### config.mk
export PLATFORM = sky130hd
export DESIGN_NAME = clk_div_gf
export DESIGN_NICKNAME = d
export VERILOG_FILES = /design/src/rtl/clk_pkg.sv /design/src/rtl/clk_div_mux.sv /design/src/rtl/clk_div_gf.sv
export SDC_FILE = /design/constraint.sdc
export NUM_CORES = 1
export LEC_CHECK = 0
export ABC_AREA = 1
export BUFFER_PORTS_ARGS = -buffer_cell sky130_fd_sc_hd__buf_2
export CAP_MARGIN = 20
export CORE_AREA = 2 2 84 86
export DETAILED_ROUTE_END_ITERATION = 10
export DIE_AREA = 0 0 86 88
export GPL_ROUTABILITY_DRIVEN = 0
export SKIP_CTS_REPAIR_TIMING = 1
export SLEW_MARGIN = 20
export SYNTH_ARGS = -nofsm -noshare
export SYNTH_HDL_FRONTEND = slang
export SYNTH_HIERARCHICAL = 1
export SYNTH_SLANG_ARGS = --single-unit
### constraint.sdc
create_clock -name i_ref_clk -period 2.7 [get_ports i_ref_clk]
set_clock_uncertainty 0.2 [all_clocks]
set_input_delay 0.54 -clock i_ref_clk [delete_from_list [all_inputs] [get_ports i_ref_clk]]
set_output_delay 0.54 -clock i_ref_clk [all_outputs]
set_load 0.03 [all_outputs]
### src/rtl/clk_pkg.sv
// Shared clock-generation definitions: ratio width default, minimum legal
// ratio, and the high-phase length helper used by the integer and fractional dividers.
package clk_pkg;

  localparam int unsigned RATIO_WD_DEF = 8;
  localparam int unsigned RATIO_WD_MAX = 32;
  localparam int unsigned MIN_RATIO    = 2;

  // High-phase length: floor(N/2), plus one for odd N when the high phase is biased long.
  function automatic logic [RATIO_WD_MAX-1:0] half_high(
    input logic [RATIO_WD_MAX-1:0] ratio,
    input logic                    odd_hi
  );
    return (ratio >> 1) + {{(RATIO_WD_MAX-1){1'b0}}, ratio[0] & odd_hi};
  endfunction

endpackage

### src/rtl/clk_div_mux.sv
// Registered-select 2:1 clock mux; kept as its own cell so it can be
// mapped to a dedicated clock mux and protected from restructuring.
module clk_div_mux (
  input  logic ref_clk,
  input  logic div_clk,
  input  logic sel,
  output logic clk_out
);

  assign clk_out = sel ? div_clk : ref_clk;

endmodule

### src/rtl/clk_div_gf.sv
// Glitch-free integer clock divider with bypass, shadowed ratio/enable
// applied only at period boundaries, and reference-domain edge strobes.
module clk_div_gf
  import clk_pkg::*;
#(
  parameter int unsigned RATIO_WD = RATIO_WD_DEF,
  parameter bit          ODD_HI   = 1'b1
) (
  input  logic                i_ref_clk,
  input  logic                i_rst,
  input  logic                i_clk_en,
  input  logic [RATIO_WD-1:0] i_div_ratio,
  output logic                o_div_clk,
  output logic                o_rise_stb,
  output logic                o_fall_stb,
  output logic                o_upd_stb,
  output logic                o_active
);

  logic [RATIO_WD-1:0] act_ratio_q, act_ratio_d;
  logic                act_en_q, act_en_d;
  logic [RATIO_WD-1:0] cnt_q, cnt_d;
  logic                div_clk_q, div_clk_d;
  logic                rise_q, rise_d;
  logic                fall_q, fall_d;
  logic                upd_q, upd_d;
  logic                active_q, active_d;

  logic [RATIO_WD-1:0] high_len;
  logic [RATIO_WD-1:0] cnt_inc;
  logic                div_ok;
  logic                new_ok;
  logic                bnd;

  // Next-state: reload shadows at a boundary, otherwise advance within the period.
  always_comb begin
    act_ratio_d = act_ratio_q;
    act_en_d    = act_en_q;
    cnt_d       = cnt_q;
    div_clk_d   = div_clk_q;
    rise_d      = 1'b0;
    fall_d      = 1'b0;
    upd_d       = 1'b0;
    active_d    = active_q;

    high_len = RATIO_WD'(half_high(RATIO_WD_MAX'(act_ratio_q), ODD_HI));
    cnt_inc  = cnt_q + RATIO_WD'(1);
    div_ok   = act_en_q && (act_ratio_q >= RATIO_WD'(MIN_RATIO));
    new_ok   = i_clk_en && (i_div_ratio >= RATIO_WD'(MIN_RATIO));
    bnd      = !div_ok || (cnt_q == act_ratio_q - RATIO_WD'(1));

    if (bnd) begin
      act_ratio_d = i_div_ratio;
      act_en_d    = i_clk_en;
      cnt_d       = '0;
      div_clk_d   = new_ok;
      active_d    = new_ok;
      rise_d      = new_ok;
      upd_d       = {i_clk_en, i_div_ratio} != {act_en_q, act_ratio_q};
    end else begin
      cnt_d     = cnt_inc;
      div_clk_d = cnt_inc < high_len;
      fall_d    = active_q && (cnt_inc == high_len);
    end
  end

  always_ff @(posedge i_ref_clk or posedge i_rst) begin
    if (i_rst) begin
      act_ratio_q <= '0;
      act_en_q    <= 1'b0;
      cnt_q       <= '0;
      div_clk_q   <= 1'b0;
      rise_q      <= 1'b0;
      fall_q      <= 1'b0;
      upd_q       <= 1'b0;
      active_q    <= 1'b0;
    end else begin
      act_ratio_q <= act_ratio_d;
      act_en_q    <= act_en_d;
      cnt_q       <= cnt_d;
      div_clk_q   <= div_clk_d;
      rise_q      <= rise_d;
      fall_q      <= fall_d;
      upd_q       <= upd_d;
      active_q    <= active_d;
    end
  end

  assign o_rise_stb = rise_q;
  assign o_fall_stb = fall_q;
  assign o_upd_stb  = upd_q;
  assign o_active   = active_q;

  clk_div_mux u_mux (
    .ref_clk (i_ref_clk),
    .div_clk (div_clk_q),
    .sel     (active_q),
    .clk_out (o_div_clk)
  );

endmodule

==> results.cfg <==
[outcome]
outcome = completed

[flow_run]
max-cap-violations = 0

[placed_design]
placed_area_sq_um = 1830
portBuffers = 15
dp_cells = 316
place_hpwl_mm = 2.85

[logic_synthesis]
synth.distinct_cells = 24
syn_avg_cell_area_sq_um = 7.50
synth_cells = 227
yosysSeqAreaShare_pct = 32.3
yosys_warnings = 6
synth_seq_cells = 22
syn-num-nets = 251
syn_area_sq_um = 1700

[grt]
grtUsageTotal_pct = 11.3
grt_pass1_vias = 1491
grt_overflow = 0
grt_pass1_wl_mm = 6.80
grt_max_degree = 23
antenna_found_initial = 0

[worst_setup_path]
start_kind = clock port
endpoint_kind = primary output
crit_type = clk2out
cp_max_fo = 2
required_ns = 1.96
arrival_ns = 1.83

[drt]
num_vias = 1418
viasPerCell = 4.39
drtPass1Iterations = 6
postRouteAntennaNets = 0
wl_mm = 3.85
drc = 0
wire_per_inst_microns = 11.9
drtIter0Drc = 71

[layout]
layout_commonest_cell = nand2_1
antenna_cells = 0
area_delta_synth_final_pct = 14.4
design_area_sq_um = 1950
mostFrequentLayoutCells = 57 x nand2_1, 34 x inv_1, 22 x dfrtp_1
drive_gt1_share_pct = 15.6
fillers = 698
nNetsFinal = 268
fin_cells = 323

[sta]
rsz0062_at_grt = false
maxSlewViolCount = 0
hold_violations = 0
finalSetupViolCount = 0
relSlewSlack_pct = 62.8
worst_pin_slew_ns = 0.550
tns_ns = 0

[die]
chipHeight_microns = 88
std_cell_rows = 30
io_pins = 16
die-width_microns = 86
core_sq_um = 6640
initial_core_util_pct = 25.6
dieArea_sq_um = 7570

[clock_tree]
clock_latency_ns = 0.37
cts_tree = yes
clkTransAtPathRegs_ns = 0.09

[power_and_ir_drop]
cellLeakagePower_nw = 1.01
p_per_area_nw_per_um2 = 404
ir_worst_vdd_mv = 0.312

[hold_path]
min_path_type = in2async
area by class of cell:
| class | count | area [sq um] | area share, % |
|---|---|---|---|
| multi-input combinational | 163 | 967 | 49.6 |
| inverter | 34 | 128 | 6.55 |
| clock buffer | 7 | 87.6 | 4.50 |
| clock inverter | 1 | 30.0 | 1.54 |
| timing repair buffer | 16 | 85.1 | 4.37 |
| tap | 80 | 100 | 5.14 |
| sequential | 22 | 551 | 28.3 |
registers in the layout (all words and copies together), names as in the netlist:
name and flops:
act_ratio_q 8, cnt_q 8, act_en_q 1, div_clk_q 1, o_active 1, o_fall_stb 1
o_rise_stb 1, o_upd_stb 1
synth_stat cells (all sizes together):
library cell	number	area (sq um)
a211o	1	8.76
a21oi	5	25.0
a41oi	1	8.76
buf	8	66.3
dfrtp	22	551
ha	13	163
inv	34	128
nand2	62	250
nand3	19	95.1
nand3b	1	7.51
nand4	6	37.5
nor2	26	130
nor3	3	15.0
nor4	1	6.26
o21ai	2	10.0
xnor2	11	96.3
xor2	12	105
worst paths after layout:
path | from | endpoint | slack (ns) | depth (start not counted)
worst max-delay path | i_ref_clk | o_div_clk | 0.13 | 5
worst min-delay path | i_rst | act_ratio_q[0]$_DFFE_PP0P_ | 0.002 | 3
worst max register to register | act_ratio_q[1]$_DFFE_PP0P_ | o_fall_stb$_DFF_PP0_ | 0.25 | 11
worst min register to register | cnt_q[0]$_DFF_PP0_ | cnt_q[0]$_DFF_PP0_ | 0.35 | 1
max in group asynchronous | i_rst | o_fall_stb$_DFF_PP0_ | 2.06 | 3
min in group i_ref_clk | i_div_ratio[0] | act_ratio_q[0]$_DFFE_PP0P_ | 0.19 | 3
stage by stage:
step	setup WS, ns	utilization (%)	hold slack [ns]	total power, mW
3_5_place_dp	0.245	27.5	0.337	0.366
4_1_cts	0.128	29.2	0.0182	0.793
6_report	0.133	29.3	0.00223	0.787
2_1_floorplan	0.390	-	0.291	0.349
3_3_place_gp	0.266	27.5	0.318	0.365
5_1_grt	0.0167	29.3	0.0415	0.810
worst max-delay path: stages:
cell	delay, ns
clkbuf_8	0.11
clkbuf_8	0.11
nand2_1	0.05
nand2_1	0.04
buf_2	0.16
cell families after synthesis:
group,Yosys count,synth area share (%)
flip-flops,22,32.3
AO/OA/AOI/OAI,9,3.09
XOR/XNOR,23,11.8
AND/OR/NAND/NOR,118,31.8
adder cells (fa/ha/maj),13,9.55
buffers and inverters,42,11.4
per-layer routing:
metal	global-route usage [%]	vias up	wire, microns
li1	-	733	-
met1	14.3	654	1870
met2	20.2	29	1800
met3	2.54	2	161
met4	1.73	0	13
met5	0	-	0
report_power, final:
part	switching (mW)	internal [mW]	total [mW]
Clock	0.137	0.292	0.429
Sequential	0	0.329	0.329
Combinational	0.0176	0.0116	0.0292
Power figures use the tool's default switching activity.
